<file path="config.mk">
export PLATFORM = sky130hd
export DESIGN_NAME = sw_debounce
export DESIGN_NICKNAME = d
export VERILOG_FILES = /design/src/rtl/sw_pkg.sv /design/src/rtl/sw_debounce_bit.sv /design/src/rtl/sw_debounce.sv
export SDC_FILE = /design/constraint.sdc
export NUM_CORES = 1
export LEC_CHECK = 0
export ABC_AREA = 1
export CORE_MARGIN = 5
export CORE_UTILIZATION = 40
export CTS_BUF_LIST = sky130_fd_sc_hd__clkbuf_2 sky130_fd_sc_hd__clkbuf_4 sky130_fd_sc_hd__clkbuf_8
export DETAILED_ROUTE_END_ITERATION = 10
export GPL_TIMING_DRIVEN = 0
export PLACE_DENSITY_LB_ADDON = 0.2
export SYNTH_ARGS = -nofsm -noshare
export SYNTH_HDL_FRONTEND = slang
export SYNTH_SLANG_ARGS = --single-unit
</file>
<file path="constraint.sdc">
create_clock -name clk -period 2.75 [get_ports clk]
set_clock_uncertainty 0.2 [all_clocks]
set_input_delay 0.6875 -clock clk [delete_from_list [all_inputs] [get_ports clk]]
set_output_delay 0.6875 -clock clk [all_outputs]
set_load 0.02 [all_outputs]
</file>
<file path="src/rtl/sw_pkg.sv">
// Shared types and default sizing for the switch debounce/event block.
package sw_pkg;

   typedef enum logic {
      IDLE  = 1'b0,
      OFFER = 1'b1
   } sw_evt_state_t;

   localparam int unsigned SW_WIDTH         = 8;
   localparam int unsigned SW_STABLE_CYCLES = 16;

endpackage : sw_pkg

</file>
<file path="src/rtl/sw_debounce_bit.sv">
// One switch bit: two-flop synchroniser followed by a stability counter.
// lvl_o is the debounced level; tgl_o is high during the cycle whose
// closing edge flips lvl_o, so the parent can act on that same edge.
module sw_debounce_bit
   import sw_pkg::*;
#(
   parameter int unsigned STABLE_CYCLES = SW_STABLE_CYCLES,
   parameter int unsigned CNT_W         = $clog2(STABLE_CYCLES + 1)
) (
   input  logic clk,
   input  logic rst,
   input  logic sw_i,
   output logic lvl_o,
   output logic tgl_o
);

   localparam logic [CNT_W-1:0] CNT_LAST = CNT_W'(STABLE_CYCLES - 1);

   logic             s1_q, s2_q;
   logic             lvl_q, lvl_d;
   logic [CNT_W-1:0] cnt_q, cnt_d;
   logic             flip;

   // Counter runs only while the synchronised input disagrees with the level.
   always_comb begin
      lvl_d = lvl_q;
      cnt_d = '0;
      flip  = 1'b0;
      if (s2_q != lvl_q) begin
         if (cnt_q == CNT_LAST) begin
            flip  = 1'b1;
            lvl_d = ~lvl_q;
         end else begin
            cnt_d = cnt_q + CNT_W'(1);
         end
      end
   end

   // Synchroniser, counter and debounced level registers.
   always_ff @(posedge clk) begin
      if (rst) begin
         s1_q  <= 1'b0;
         s2_q  <= 1'b0;
         lvl_q <= 1'b0;
         cnt_q <= '0;
      end else begin
         s1_q  <= sw_i;
         s2_q  <= s1_q;
         lvl_q <= lvl_d;
         cnt_q <= cnt_d;
      end
   end

   assign lvl_o = lvl_q;
   assign tgl_o = flip;

endmodule : sw_debounce_bit

</file>
<file path="src/rtl/sw_debounce.sv">
// Debounces a switch bus and reports each debounced change as a
// valid/ready event carrying a level snapshot and a toggle mask.
module sw_debounce
   import sw_pkg::*;
#(
   parameter int unsigned WIDTH         = SW_WIDTH,
   parameter int unsigned STABLE_CYCLES = SW_STABLE_CYCLES,
   parameter int unsigned CNT_W         = $clog2(STABLE_CYCLES + 1)
) (
   input  logic             clk,
   input  logic             rst,
   input  logic [WIDTH-1:0] sw,
   output logic [WIDTH-1:0] sw_db,
   output logic             chg_valid,
   input  logic             chg_ready,
   output logic [WIDTH-1:0] chg_data,
   output logic [WIDTH-1:0] chg_mask,
   output logic             overrun
);

   logic [WIDTH-1:0] lvl, tgl, avail;
   logic [WIDTH-1:0] pend_q, pend_d;
   logic [WIDTH-1:0] data_q, data_d;
   logic [WIDTH-1:0] mask_q, mask_d;
   logic             overrun_q, overrun_d;
   sw_evt_state_t    state_q, state_d;

   for (genvar i = 0; i < WIDTH; i++) begin : g_bit
      sw_debounce_bit #(
         .STABLE_CYCLES (STABLE_CYCLES),
         .CNT_W         (CNT_W)
      ) u_bit (
         .clk   (clk),
         .rst   (rst),
         .sw_i  (sw[i]),
         .lvl_o (lvl[i]),
         .tgl_o (tgl[i])
      );
   end

   assign avail = pend_q | tgl;

   // Event FSM: captures pending toggles into the snapshot, handles handshake.
   // In IDLE, toggles landing on the capture edge stay pending for the next
   // event; on an OFFER handshake they are folded into the reloaded snapshot.
   always_comb begin
      state_d   = state_q;
      pend_d    = avail;
      data_d    = data_q;
      mask_d    = mask_q;
      overrun_d = overrun_q | (|(pend_q & tgl));
      unique case (state_q)
         IDLE: begin
            if (|pend_q) begin
               state_d = OFFER;
               mask_d  = pend_q;
               data_d  = lvl;
               pend_d  = tgl;
            end
         end
         OFFER: begin
            if (chg_ready) begin
               if (|avail) begin
                  mask_d = avail;
                  data_d = lvl ^ tgl;
                  pend_d = '0;
               end else begin
                  state_d = IDLE;
               end
            end
         end
         default: state_d = IDLE;
      endcase
   end

   // State, pending, snapshot and sticky overrun registers.
   always_ff @(posedge clk) begin
      if (rst) begin
         state_q   <= IDLE;
         pend_q    <= '0;
         data_q    <= '0;
         mask_q    <= '0;
         overrun_q <= 1'b0;
      end else begin
         state_q   <= state_d;
         pend_q    <= pend_d;
         data_q    <= data_d;
         mask_q    <= mask_d;
         overrun_q <= overrun_d;
      end
   end

   assign sw_db     = lvl;
   assign chg_valid = (state_q == OFFER);
   assign chg_data  = data_q;
   assign chg_mask  = mask_q;
   assign overrun   = overrun_q;

endmodule : sw_debounce

</file>
# ---- After elaboration in Yosys (flattened, before gate mapping)
# Cells that the tools add are included.
dict set report totals {
  input_bits 11
  out_inout_bits 26
  ff_bits 90
}
dict set report classes {
  mux 32
  add_sub_neg 8
  bitwise_logic 21
  n_reduce_logical 20
  eq_ne 19
}
# cell count
set ops {}
lappend ops {{$mux 8} 9}
lappend ops {{$pmux 8 s2} 3}
lappend ops {{$add 5x1->5 const B} 8}
lappend ops {{$eq 5x4->1 const B} 8}
lappend ops {{$reduce_or 3->1} 8}
lappend ops {{$reduce_or 8->1} 3}
lappend ops {{$mux 1} 19}
lappend ops {{$not 1->1} 17}
lappend ops {{$reduce_and 2->1} 8}
lappend ops {{$and 8x8->8} 1}
lappend ops {{$ne 1x1->1} 8}
lappend ops {{$or 8x8->8} 1}
lappend ops {{$xor 8x8->8} 1}
lappend ops {{$ne 2x2->1 const B} 2}
lappend ops {{$reduce_and 3->1} 1}
lappend ops {{$ne 2x1->1 const B} 1}
lappend ops {{$pmux 1 s2} 1}
lappend ops {{$or 1x1->1} 1}

# ---- Depth between registers and ports, before layout
dict set report depth {
  word_depth 8
  ltp_mapped 13
}

# ---- By module
# From an unflattened synthesis, not the netlist that was laid out.
dict set report unflattened {
  cells_unflattened 513
  area_unflattened_um2 4035.1
}
# module seq_area_each_um2 area_each_um2 cells_each n_inst
set by_module_without_submodules {}
lappend by_module_without_submodules {sw_debounce_bit 160.2 316.6 37 8}
lappend by_module_without_submodules {sw_debounce 520.5 1502.7 217 1}

# ---- Least setup slack after synthesis
# OpenSTA, ideal clock, no wires.
dict set report synth_timing {
  path_type {reg-to-reg}
  from {register g_bit[0].u_bit.cnt_q[0]}
  to {register mask_q[3] (netlist: chg_mask[3])}
  period_less_slack_ns 1.913
  arrival_time_ns 1.598
  n_path_buf 1
  required_ns 2.435
  path_stages_with_launch 14
  slack_ns 0.837
  setup_time_ns 0.115
  path_cell_list {dfxtp_1 -> ha_1 -> nand2_1 -> nor2_1 -> ha_1 -> nand3_1 -> nand2_1 -> nor2_1 -> nand3_2 -> nand2_4 -> buf_6 -> nand3_1 -> nand2_1 -> nor2_1}
}
dict set report synth_between {
  elab_chain_cells 7
}
# item line_no
set synth_rtl {}
lappend synth_rtl {{start, declared} sw_debounce_bit.sv:21} ;# logic [CNT_W-1:0] cnt_q, cnt_d;
lappend synth_rtl {{start signal, assigned} sw_debounce_bit.sv:50} ;# cnt_q <= cnt_d;
lappend synth_rtl {{$eq 5x4->1} sw_debounce_bit.sv:30} ;# if (cnt_q == CNT_LAST) begin
lappend synth_rtl {{$mux 1} sw_debounce_bit.sv:30}
lappend synth_rtl {{$mux 1} sw_debounce_bit.sv:29} ;# if (s2_q != lvl_q) begin
lappend synth_rtl {{$or 8x8->8} sw_debounce.sv:41} ;# assign avail = pend_q | tgl;
lappend synth_rtl {{$reduce_or 8->1} sw_debounce.sv:63} ;# if (|avail) begin
lappend synth_rtl {{$ne 2x1->1 (no line)} n/a}
lappend synth_rtl {{$reduce_and 3->1 (no line)} n/a}
lappend synth_rtl {{end signal, assigned} sw_debounce.sv:88} ;# mask_q <= mask_d;
lappend synth_rtl {{end, declared} sw_debounce.sv:24} ;# logic [WIDTH-1:0] mask_q, mask_d;
# No other way between the ends.
# A chain may end at the register's enable or synchronous reset.

# ---- Final worst setup path
dict set report layout_timing {
  from {register g_bit[2].u_bit.lvl_q}
  to {output port sw_db[2]}
}
# item line_no
set layout_lines {}
lappend layout_lines {{start, declared} sw_debounce_bit.sv:20} ;# logic lvl_q, lvl_d;
lappend layout_lines {{start signal, assigned} sw_debounce_bit.sv:49} ;# lvl_q <= lvl_d;
lappend layout_lines {{end, declared} sw_debounce.sv:13} ;# output logic [WIDTH-1:0] sw_db,
# No word-level cell between the ends.

==> run metrics <==
Area Growth Syn to Fin=19.4%; kind of critical path=reg -> out; antenna violations before repair=0; vias in the first global route=2848; Post-route DRC=0; Detail Placement HPWL=5.40 mm; syn nets=532; MaxCap Viol Count=0; worst path required time=1.86 ns; highest routed layer=met4; library cells used by synthesis=27; max incr delay on CP=0.59 ns; gr usage total=0.136; yosys warns=0; Slowest cell on crit path=clkdlybuf4s50_1; wire length per cell=10.4 um; achievable frequency=422 MHz; power density over the cells=522 nW/um^2; total global routing overflow=0; Final Cycle Share=0.861; Fin. Hold Viols=0; outcome=finished, final reports clean; synthesized flop and latch total=90; Lkg Pwr=1.92 nW; Final Power=2.39 mW; die span in y=108 um; CTS sink count=90; CTS max path bufs=2; largest net degree at the start of global routing=15; Post-CTS Resized=0; Post-Route Setup TNS=0 ns; HP Class=reg -> reg; Crit path arrival time=1.48 ns; fillers=929; Starting Density=0.413; crit start category=flip-flop; # hold bufs at CTS=0; row count=35; crit path time final=2.37 ns; detail-routed via count per cell=4.37; Worst slew margin=0.637; maximum vdd drop=0.000261 V; RSZ-0062 raised after global routing=no; met3 WL=338 um; die outline width=108 um; clock slew at reported path FFs=0.08 ns; Synth Instances=505; H-tree depth=3; final setup vio count=0; routability cong.=0.851; met1 WL=3.66 mm; post-CTS setup buffers=0; crit-path max FO=5; core box area=9280 um^2; CTS buffer count=9; post-synthesis cell area=3840 um^2; CTS tree=yes; Least-Margin Pin Slew=0.544 ns; layout cells sized above 1=0.0791; Root Buffer=clkbuf_8; via count=2993; Die ar.=11700 um^2; Final Routed Wirelength=7.11 mm; first-pass GRT wire length=12.7 mm; I/O pin count=37; Max Transition Viols Final=0; Nets=578; DR pass1 iterations=4; Antenna Nets Post-Route=0; Critical Path End Type=primary output; # diodes=0; Syn Area/Cell=7.60 um^2; crit-path cells=buf_4 > clkdlybuf4s50_1; Buffers on Ports=35; Met2 Wirelength=3.01 mm; Iteration-0 DRC Markers=72; clock latency on the worst-skew pair=0.35 ns; sequential share of the synthesized area=0.469
[final cells by class]
cell class	instances	area, um^2	area share
plain buffers	22	141	0.0308
well taps	129	161	0.0352
clock inverters	4	73.8	0.0161
inverters	86	323	0.0704
multi-input cells	307	1570	0.343
flip-flops and latches	90	1800	0.393
clock buffers	12	159	0.0347
repair buffers	35	350	0.0764
[cell usage in the layout (no fill, tap or decap), types with 2 or more instances in the layout]
cell,n
o22ai_1,2
buf_6,3
nand4_1,5
dfxtp_1,90
nand2_1,70
nor3b_1,7
bufinv_16,2
nor2_1,85
buf_1,3
clkbuf_1,3
a31oi_1,4
buf_4,8
nand3_1,33
nor2_2,2
nand3_2,6
ha_1,16
a21oi_1,43
buf_2,5
inv_1,85
o21a_1,3
xor2_1,2
o21ai_0,17
o21bai_1,7
nor3_1,2
clkbuf_8,11
clkdlybuf4s50_1,35
[Yosys cell counts]
cell	number	area (um^2)
a31oi_1	4	25.0
nand2_4	1	11.3
or3_4	1	11.3
o22ai_1	2	12.5
inv_2	1	3.75
buf_4	8	60.1
buf_6	3	33.8
nor3b_1	7	52.6
nor3_1	2	10.0
buf_2	5	25.0
nand2_1	70	263
dfxtp_1	90	1800
ha_1	16	200
nor2_2	2	12.5
nand3_2	6	60.1
nand3_1	33	165
a21oi_1	43	215
inv_1	85	319
nor2_1	85	319
o21ai_0	17	85.1
nand2_2	1	6.26
o21bai_1	7	52.6
o21a_1	3	22.5
xor2_1	2	17.5
nand4_1	5	31.3
buf_1	3	11.3
clkbuf_1	3	11.3
[power breakdown]
part	total (mW)	switching (mW)	internal (mW)	leakage [nW]
clock	1.01	0.437	0.572	0.120
combinational	0.0617	0.0374	0.0243	1.07
sequential	1.32	0.00657	1.32	0.729
total	2.39	0.481	1.91	1.92
[sequential cells by signal (all words and copies together), names as in the netlist]
register and count:
chg_data 8, chg_mask 8, chg_valid 1, g_bit.u_bit.cnt_q 40
g_bit.u_bit.lvl_o 8, g_bit.u_bit.s1_q 8, g_bit.u_bit.s2_q 8, overrun 1
pend_q 8
[critical path: cells and delay by family (launching register included)]
family / cells / cell delay [ns]
DFF: 1 / 0.41
buffers and inverters: 2 / 0.73
[per-layer routing]
layer  vias to the layer above  track usage
li1                       1667            -
met1                      1267        0.183
met2                        53        0.206
met3                         6       0.0299
met4                         0       0.0631
met5                         -            0
[through the flow]
stage,util,cell area (um^2),setup WS [ns],hold WS (ns),cells
floorplan,-,3840,0.837,0.188,505
global placement,0.469,4350,0.496,0.191,669
detailed placement,0.469,4350,0.499,0.195,669
CTS,0.494,4580,0.355,0.207,685
global route,0.494,4580,0.300,0.221,685
finish,0.494,4580,0.382,0.204,685
[final timing paths]
kind                                 from                   to  slack, ns  cells after the start
setup / recovery     g_bit[2].u_bit.lvl_o             sw_db[2]       0.38                      2
hold reg to reg       g_bit[2].u_bit.s1_q  g_bit[2].u_bit.s2_q       0.20                      2
hold / removal        g_bit[2].u_bit.s1_q  g_bit[2].u_bit.s2_q       0.20                      2
setup reg to reg  g_bit[1].u_bit.cnt_q[0]          chg_data[5]       0.58                     12
[kinds of logic (layout without fill, tap and decap cells)]
kind of cell | count (synthesis) | count (layout) | synth area share
adder cells (fa/ha/maj) | 16 | 16 | 0.0522
AND/OR/NAND/NOR | 213 | 213 | 0.245
XOR/XNOR | 2 | 2 | 0.00456
AO/OA/AOI/OAI | 76 | 76 | 0.108
flip-flops | 90 | 90 | 0.469
buffers and inverters | 108 | 159 | 0.121
Power figures use the tool's default switching activity.
